<file path="src/rtl/popcount_stream_if.sv">
// Stream bundle for popcount_stream: word input side and count/total output side.
// The master modport drives words in and consumes results; the slave modport is the counter.
interface popcount_stream_if #(
  parameter int W     = 9,
  parameter int ACC_W = 16
);
  localparam int CW = $clog2(W + 1);

  // Both sides use valid/ready: a transfer happens on a rising edge where valid
  // and ready are both 1. Once valid is raised, the payload must hold until that
  // transfer. Ready may depend on state but never on the same side's valid.
  logic             in_valid;
  logic             in_ready;
  logic [W-1:0]     in_data;
  logic             in_last;
  logic             out_valid;
  logic             out_ready;
  logic [CW-1:0]    out_cnt;
  logic [ACC_W-1:0] out_total;
  logic             out_last;
  logic             out_ovf;

  modport master (
    output in_valid, in_data, in_last, out_ready,
    input  in_ready, out_valid, out_cnt, out_total, out_last, out_ovf
  );

  modport slave (
    input  in_valid, in_data, in_last, out_ready,
    output in_ready, out_valid, out_cnt, out_total, out_last, out_ovf
  );
endinterface

</file>
<file path="src/rtl/popcount_stream.sv">
// Two-stage pipelined ones-counter with a per-frame running total and sticky overflow.
// Define POPCOUNT_SAT_EN to saturate the frame total instead of wrapping it.
module popcount_stream #(
  parameter int W     = 9,
  parameter int ACC_W = 16
) (
  input logic              clk,
  input logic              rst,
  popcount_stream_if.slave bus
);
  localparam int CW = $clog2(W + 1);

  logic             s1_valid;
  logic [CW-1:0]    s1_cnt;
  logic             s1_last;

  logic             s2_valid;
  logic [CW-1:0]    s2_cnt;
  logic [ACC_W-1:0] s2_total;
  logic             s2_last;
  logic             s2_ovf;

  logic [ACC_W-1:0] acc;
  logic             ovf_sticky;

  logic             s2_adv;
  logic             s1_to_s2;
  logic             s1_adv;
  logic             accept;
  logic [CW-1:0]    in_cnt;
  logic [ACC_W:0]   sum_ext;
  logic [ACC_W-1:0] new_total;
  logic             new_ovf;

  function automatic logic [CW-1:0] popcount(input logic [W-1:0] d);
    logic [CW-1:0] n;
    n = '0;
    for (int i = 0; i < W; i++) begin
      n = n + CW'(d[i]);
    end
    return n;
  endfunction

  // S2 frees up when empty or being consumed; S1 frees up when empty or draining into S2.
  always_comb begin
    s2_adv   = !s2_valid || bus.out_ready;
    s1_to_s2 = s1_valid && s2_adv;
    s1_adv   = !s1_valid || s2_adv;
    accept   = bus.in_valid && bus.in_ready;
    in_cnt   = popcount(bus.in_data);
  end

  // One extra bit on the add exposes the carry-out used for overflow detection.
  always_comb begin
    sum_ext = {1'b0, acc} + {{(ACC_W + 1 - CW){1'b0}}, s1_cnt};
    new_ovf = ovf_sticky | sum_ext[ACC_W];
`ifdef POPCOUNT_SAT_EN
    new_total = sum_ext[ACC_W] ? {ACC_W{1'b1}} : sum_ext[ACC_W-1:0];
`else
    new_total = sum_ext[ACC_W-1:0];
`endif
  end

  always_ff @(posedge clk) begin
    if (rst) begin
      s1_valid <= 1'b0;
      s1_cnt   <= '0;
      s1_last  <= 1'b0;
    end else if (s1_adv) begin
      s1_valid <= accept;
      if (accept) begin
        s1_cnt  <= in_cnt;
        s1_last <= bus.in_last;
      end
    end
  end

  // Output fields only change on an advance, so they hold while stalled.
  always_ff @(posedge clk) begin
    if (rst) begin
      s2_valid <= 1'b0;
      s2_cnt   <= '0;
      s2_total <= '0;
      s2_last  <= 1'b0;
      s2_ovf   <= 1'b0;
    end else if (s2_adv) begin
      s2_valid <= s1_valid;
      if (s1_valid) begin
        s2_cnt   <= s1_cnt;
        s2_total <= new_total;
        s2_last  <= s1_last;
        s2_ovf   <= new_ovf;
      end
    end
  end

  // Clearing on the last word lets the next frame's first word add from zero
  // even while that last word is still waiting in S2.
  always_ff @(posedge clk) begin
    if (rst) begin
      acc        <= '0;
      ovf_sticky <= 1'b0;
    end else if (s1_to_s2) begin
      if (s1_last) begin
        acc        <= '0;
        ovf_sticky <= 1'b0;
      end else begin
        acc        <= new_total;
        ovf_sticky <= new_ovf;
      end
    end
  end

  assign bus.in_ready  = !rst && s1_adv;
  assign bus.out_valid = s2_valid;
  assign bus.out_cnt   = s2_cnt;
  assign bus.out_total = s2_total;
  assign bus.out_last  = s2_last;
  assign bus.out_ovf   = s2_ovf;
endmodule

</file>
<file path="src/flat_wrapper.sv">
// flat-port wrapper written by rule: the top's interface ports become plain ports
module popcount_stream_flat 
#(
  parameter int W     = 9,
  parameter int ACC_W = 16
)
  (clk, rst, bus_in_valid, bus_in_data, bus_in_last, bus_out_ready, bus_in_ready, bus_out_valid, bus_out_cnt, bus_out_total, bus_out_last, bus_out_ovf);
  popcount_stream_if #(.W(W), .ACC_W(ACC_W)) bus_i ();
  input logic clk;
  input logic rst;
  input wire logic [$bits(bus_i.in_valid)-1:0] bus_in_valid;
  input wire logic [$bits(bus_i.in_data)-1:0] bus_in_data;
  input wire logic [$bits(bus_i.in_last)-1:0] bus_in_last;
  input wire logic [$bits(bus_i.out_ready)-1:0] bus_out_ready;
  output wire logic [$bits(bus_i.in_ready)-1:0] bus_in_ready;
  output wire logic [$bits(bus_i.out_valid)-1:0] bus_out_valid;
  output wire logic [$bits(bus_i.out_cnt)-1:0] bus_out_cnt;
  output wire logic [$bits(bus_i.out_total)-1:0] bus_out_total;
  output wire logic [$bits(bus_i.out_last)-1:0] bus_out_last;
  output wire logic [$bits(bus_i.out_ovf)-1:0] bus_out_ovf;
  assign bus_i.in_valid = bus_in_valid;
  assign bus_i.in_data = bus_in_data;
  assign bus_i.in_last = bus_in_last;
  assign bus_i.out_ready = bus_out_ready;
  assign bus_in_ready = bus_i.in_ready;
  assign bus_out_valid = bus_i.out_valid;
  assign bus_out_cnt = bus_i.out_cnt;
  assign bus_out_total = bus_i.out_total;
  assign bus_out_last = bus_i.out_last;
  assign bus_out_ovf = bus_i.out_ovf;
  popcount_stream #(.W(W), .ACC_W(ACC_W)) u_core (.clk(clk), .rst(rst), .bus(bus_i));
endmodule
</file>
<file path="config.mk">
export PLATFORM = sky130hd
export DESIGN_NAME = popcount_stream_flat
export DESIGN_NICKNAME = d
export VERILOG_FILES = /design/src/rtl/popcount_stream_if.sv /design/src/rtl/popcount_stream.sv /design/src/flat_wrapper.sv
export SDC_FILE = /design/constraint.sdc
export NUM_CORES = 1
export LEC_CHECK = 0
export CORE_ASPECT_RATIO = 0.5
export CORE_MARGIN = 5
export CORE_UTILIZATION = 53
export CTS_CLUSTER_SIZE = 14
export DETAILED_ROUTE_END_ITERATION = 16
export GPL_ROUTABILITY_DRIVEN = 0
export PLACE_DENSITY = 0.77
export SYNTH_ARGS = -nofsm -noshare
export SYNTH_HDL_FRONTEND = slang
export SYNTH_SLANG_ARGS = --single-unit
</file>
<file path="constraint.sdc">
create_clock -name clk -period 5.1 [get_ports clk]
set_clock_uncertainty 0.2 [all_clocks]
set_input_delay 1.53 -clock clk [delete_from_list [all_inputs] [get_ports clk]]
set_output_delay 1.53 -clock clk [all_outputs]
set_load 0.02 [all_outputs]
</file>
==> report_table.html <==
<table>
<tr><th>Metric</th><th>Value</th></tr>
<tr><th colspan="2">Placement</th></tr>
<tr><td>Post-detailed-placement cell area</td><td>2820 um2</td></tr>
<tr><td>Post-detailed-placement half-perimeter wirelength</td><td>3.49 mm</td></tr>
<tr><td>Number of buffers inserted by port buffering</td><td>37</td></tr>
<tr><td>Post-Place Setup Slack</td><td>188 ps</td></tr>
<tr><td>Cell Count Post-Placement</td><td>365</td></tr>
<tr><th colspan="2">Timing</th></tr>
<tr><td>Unrepaired setup endpoints after global routing</td><td>false</td></tr>
<tr><td>Setup-violating endpoint count in the final report</td><td>0</td></tr>
<tr><td>Relative slew margins</td><td>36.1%</td></tr>
<tr><td>Fraction of the cycle the final worst path needs</td><td>93.7%</td></tr>
<tr><td>Worst Tran Pin Value</td><td>959 ps</td></tr>
<tr><td>Maximum clock frequency</td><td>0.209 GHz</td></tr>
<tr><td>Final Max Slew Viols</td><td>0</td></tr>
<tr><td>Post-Route Setup TNS</td><td>0 ps</td></tr>
<tr><td>PnR worst setup slack</td><td>320 ps</td></tr>
<tr><td>Final hold violations</td><td>0</td></tr>
<tr><td>Min cycle time layout</td><td>4780 ps</td></tr>
<tr><th colspan="2">Global route</th></tr>
<tr><td>Global-route total usage across every layer</td><td>17.8%</td></tr>
<tr><td>Wire length of the first global-routing pass</td><td>8.85 mm</td></tr>
<tr><td>Via count of the first global-routing pass</td><td>1970</td></tr>
<tr><td>Number of antenna violations at the first check in global routing</td><td>0</td></tr>
<tr><td>Grt ovf</td><td>0</td></tr>
<tr><td>Maximum number of pins on one net before global-route repair</td><td>39</td></tr>
<tr><th colspan="2">Route</th></tr>
<tr><td>Via count of the routed design</td><td>2083</td></tr>
<tr><td>Post-route antenna net violation count</td><td>0</td></tr>
<tr><td>Number of DRC markers in iteration 0</td><td>71</td></tr>
<tr><td>Drt first pass iters</td><td>7</td></tr>
<tr><td>Wire length after detailed routing</td><td>5.17 mm</td></tr>
<tr><td>Routed vias/inst</td><td>5.58</td></tr>
<tr><td>Wire per inst</td><td>13.9 um</td></tr>
<tr><td>DR DRC count</td><td>0</td></tr>
<tr><th colspan="2">Worst setup path</th></tr>
<tr><td>CP arrival</td><td>3050 ps</td></tr>
<tr><td>Critical path cell sequence</td><td>clkdlybuf4s50_1, nor2b_2, a21oi_1, clkdlybuf4s50_1</td></tr>
<tr><td>Slack of the worst reg-to-reg path</td><td>2680 ps</td></tr>
<tr><td>Count of cells along the worst register-to-register path</td><td>8</td></tr>
<tr><td>Crit end category</td><td>output port</td></tr>
<tr><td>Critical register-to-register path endpoint</td><td>u_core.acc[6]$_SDFFE_PP0P_</td></tr>
<tr><td>Max stage delay cell, worst path</td><td>clkdlybuf4s50_1</td></tr>
<tr><td>Worst R2R Start</td><td>u_core.s1_cnt[0]$_SDFFE_PP0P_</td></tr>
<tr><td>Worst setup path category</td><td>in -&gt; out</td></tr>
<tr><td>Endpoint required time on the critical path</td><td>3370 ps</td></tr>
<tr><td>Highest net fanout along the worst path</td><td>4</td></tr>
<tr><td>Library cell appearing most often on the critical path</td><td>clkdlybuf4s50_1</td></tr>
<tr><td>Slowest cell delay on critical path</td><td>690 ps</td></tr>
<tr><td>Worst Setup Start Kind</td><td>input pin</td></tr>
<tr><th colspan="2">Clock tree</th></tr>
<tr><td>Root buffer selected by CTS</td><td>clkbuf_8</td></tr>
<tr><td>TritonCTS clock tree</td><td>built</td></tr>
<tr><td>Number of hold buffers added after cts</td><td>0</td></tr>
<tr><td>Post-cts repair resize count</td><td>0</td></tr>
<tr><td>Clock-pin slew of the registers on the worst-case setup and hold paths</td><td>90 ps</td></tr>
<tr><td>Clock sinks</td><td>46</td></tr>
<tr><td>Number of buffers inserted by post-CTS setup repair</td><td>0</td></tr>
<tr><td>Clock H-tree levels</td><td>2</td></tr>
<tr><td>Clock Tree Buf Depth</td><td>2</td></tr>
<tr><td>Worst-Skew Late Latency</td><td>310 ps</td></tr>
<tr><td>Number of buffers inserted during clock tree synthesis</td><td>5</td></tr>
<tr><th colspan="2">Min path</th></tr>
<tr><td>Worst Min Path Start</td><td>u_core.bus.out_cnt[2]$_SDFFE_PP0P_</td></tr>
<tr><td>Kind of path behind the tightest hold check</td><td>reg -&gt; reg</td></tr>
<tr><td>Hold worst-path end</td><td>u_core.bus.out_cnt[2]$_SDFFE_PP0P_</td></tr>
<tr><td>Hold path depth</td><td>2</td></tr>
<tr><th colspan="2">Synth</th></tr>
<tr><td>Post-synth ARST share</td><td>0%</td></tr>
<tr><td>Post-synthesis instance area</td><td>2440 um2</td></tr>
<tr><td>Number of synthesized register bits</td><td>46</td></tr>
<tr><td>Adder-cell share of the synthesized area</td><td>10.0%</td></tr>
<tr><td>Synth Area in XOR/XNOR</td><td>5.37%</td></tr>
<tr><td>Number of warnings issued by yosys</td><td>0</td></tr>
<tr><td>Main combinational cell family by area after synthesis</td><td>simple AND/OR/NAND/NOR gates</td></tr>
<tr><td>Share of the synthesized area in the top cell type</td><td>37.7%</td></tr>
<tr><td>Net count after synthesis</td><td>316</td></tr>
<tr><td>Area fraction in compound gates after synthesis</td><td>17.3%</td></tr>
<tr><td>Leading post-synthesis cells by cell area</td><td>dfxtp_1 (38%), a21oi_1 (6.1%), ha_1 (5.1%)</td></tr>
<tr><td>Basic-gate share of the synthesized area counting and, or, nand and nor cells</td><td>22.4%</td></tr>
<tr><td>Cell variety after synth</td><td>47</td></tr>
<tr><td>Avg Cell Area, Syn</td><td>8.55 um2</td></tr>
<tr><td>Sequential share of the synthesized area</td><td>37.7%</td></tr>
<tr><td>Main flop type after synthesis</td><td>dfxtp_1</td></tr>
<tr><td>EDFF count, synth</td><td>0</td></tr>
<tr><td>Library cell with the largest summed area after synthesis</td><td>dfxtp_1</td></tr>
<tr><td>Synthesized instance count</td><td>286</td></tr>
<tr><td>Share of cell area taken by muxes after synthesis</td><td>0.409%</td></tr>
<tr><th colspan="2">Job</th></tr>
<tr><td>Max capacitance violation total</td><td>0</td></tr>
<tr><th colspan="2">Finish</th></tr>
<tr><td>Share of cells above drive strength 1</td><td>6.33%</td></tr>
<tr><td>Ant diodes</td><td>0</td></tr>
<tr><td>Final Core Density</td><td>66.2%</td></tr>
<tr><td>Layout overhead on the synthesized area</td><td>19.9%</td></tr>
<tr><td>Final Net Count</td><td>345</td></tr>
<tr><td>Most common cell after layout, fill and taps aside</td><td>dfxtp_1</td></tr>
<tr><td>Fin area</td><td>2930 um2</td></tr>
<tr><td>Commonest cells after routing, fill and taps aside</td><td>dfxtp_1 (46), clkdlybuf4s50_1 (37), a21oi_1 (30), nand2_1 (30), inv_1 (19)</td></tr>
<tr><td>Post-route insts no fill</td><td>373</td></tr>
<tr><th colspan="2">Floorplanning</th></tr>
<tr><td>Std cell rows</td><td>17</td></tr>
<tr><td>CORE AREA</td><td>4420 um2</td></tr>
<tr><td>Die Ht</td><td>58.0 um</td></tr>
<tr><td>Starting utilization of the core area</td><td>55.3%</td></tr>
<tr><td>Die area</td><td>6150 um2</td></tr>
<tr><td>Die boundary width</td><td>106 um</td></tr>
<tr><td>Ports</td><td>38</td></tr>
<tr><th colspan="2">Power</th></tr>
<tr><td>VDD IR-drop max</td><td>0.000130 V</td></tr>
<tr><td>Pwr dens</td><td>282 nW/um2</td></tr>
<tr><td>Leakage power figure</td><td>1.07 nW</td></tr>
<tr><th colspan="2">Status</th></tr>
<tr><td>Run status</td><td>finished, final reports clean</td></tr>
</table>
worst max path at each step:
stage                               from                            end  slack [ps]  cells past startpoint
final                      bus_out_ready                   bus_in_ready         320                      4
after global routing       bus_out_ready                   bus_in_ready         280                      4
after CTS                  bus_out_ready                   bus_in_ready         330                      4
after detailed placement  bus_in_data[1]  u_core.s1_cnt[1]$_SDFFE_PP0P_         190                     13
after global placement    bus_in_data[0]  u_core.s1_cnt[1]$_SDFFE_PP0P_         250                     13
after floorplan           bus_in_data[0]  u_core.s1_cnt[1]$_SDFFE_PP0P_         700                     12
per-layer routing:
layer / track usage, % / part of all wire (%) / vias up
met5: 0 / 0 / -
met4: 6.64 / 1.6 / 0
met3: 4.00 / 4.9 / 11
met2: 30.8 / 47 / 46
met1: 22.2 / 47 / 975
li1: - / - / 1051
report_power, final:
group / leakage, nW / switching (W) / internal (W)
Sequential: 0.374 / 0.0000151 / 0.000377
Combinational: 0.644 / 0.0000846 / 0.0000699
Clock: 0.0504 / 0.000133 / 0.000146
kinds of logic (layout without fill, tap and decap cells):
| family | after synthesis | count (layout) |
|---|---|---|
| AOI/OAI and AO/OA | 70 | 70 |
| xor gates and xnor gates | 15 | 15 |
| adders and majority gates | 16 | 16 |
| buffers and inverters | 37 | 67 |
| DFF | 46 | 46 |
| muxes | 1 | 1 |
| and+or+nand+nor | 101 | 101 |
layout make-up:
cell class,instances,area [um2]
Multi-Input combinational cell,203,1360
Fill cell,371,1490
Timing Repair Buffer,40,393
Tap cell,57,71.3
Sequential cell,46,921
Clock inverter,3,45.0
Inverter,19,71.3
Clock buffer,5,68.8
worst max-delay path, delay by kind of cell:
kind	cells	cell delay [ps]
compound gates	1	270
buf+inv	2	1180
simple gates	1	70
registers in the layout (all words and copies together), names as in the netlist:
name,cells
u_core.bus.out_valid,1
u_core.bus.out_last,1
u_core.acc,16
u_core.ovf_sticky,1
u_core.bus.out_cnt,4
u_core.bus.out_total,16
u_core.bus.out_ovf,1
u_core.s1_last,1
u_core.s1_valid,1
u_core.s1_cnt,4
cell usage after synthesis (3+ instances only):
library cell  count
nor2b_1           3
nand3b_1          7
a211oi_1          4
xor2_1            6
nand3_1          14
nor3_1            7
a21oi_1          30
buf_6             3
o21ai_0          12
xnor2_1           9
dfxtp_1          46
clkbuf_1         13
nor2_1           16
ha_1             10
inv_1            19
or4_1             4
fa_1              6
nand2_1          30
a31oi_1           8
metrics by stage:
stage          power (W)  hold slack, ps
2_1_floorplan   0.000501             236
3_3_place_gp    0.000548             242
3_5_place_dp    0.000555             248
4_1_cts         0.000830             261
5_1_grt         0.000869             279
6_report        0.000826             259
No activity file was read; power rests on OpenSTA's default activity.
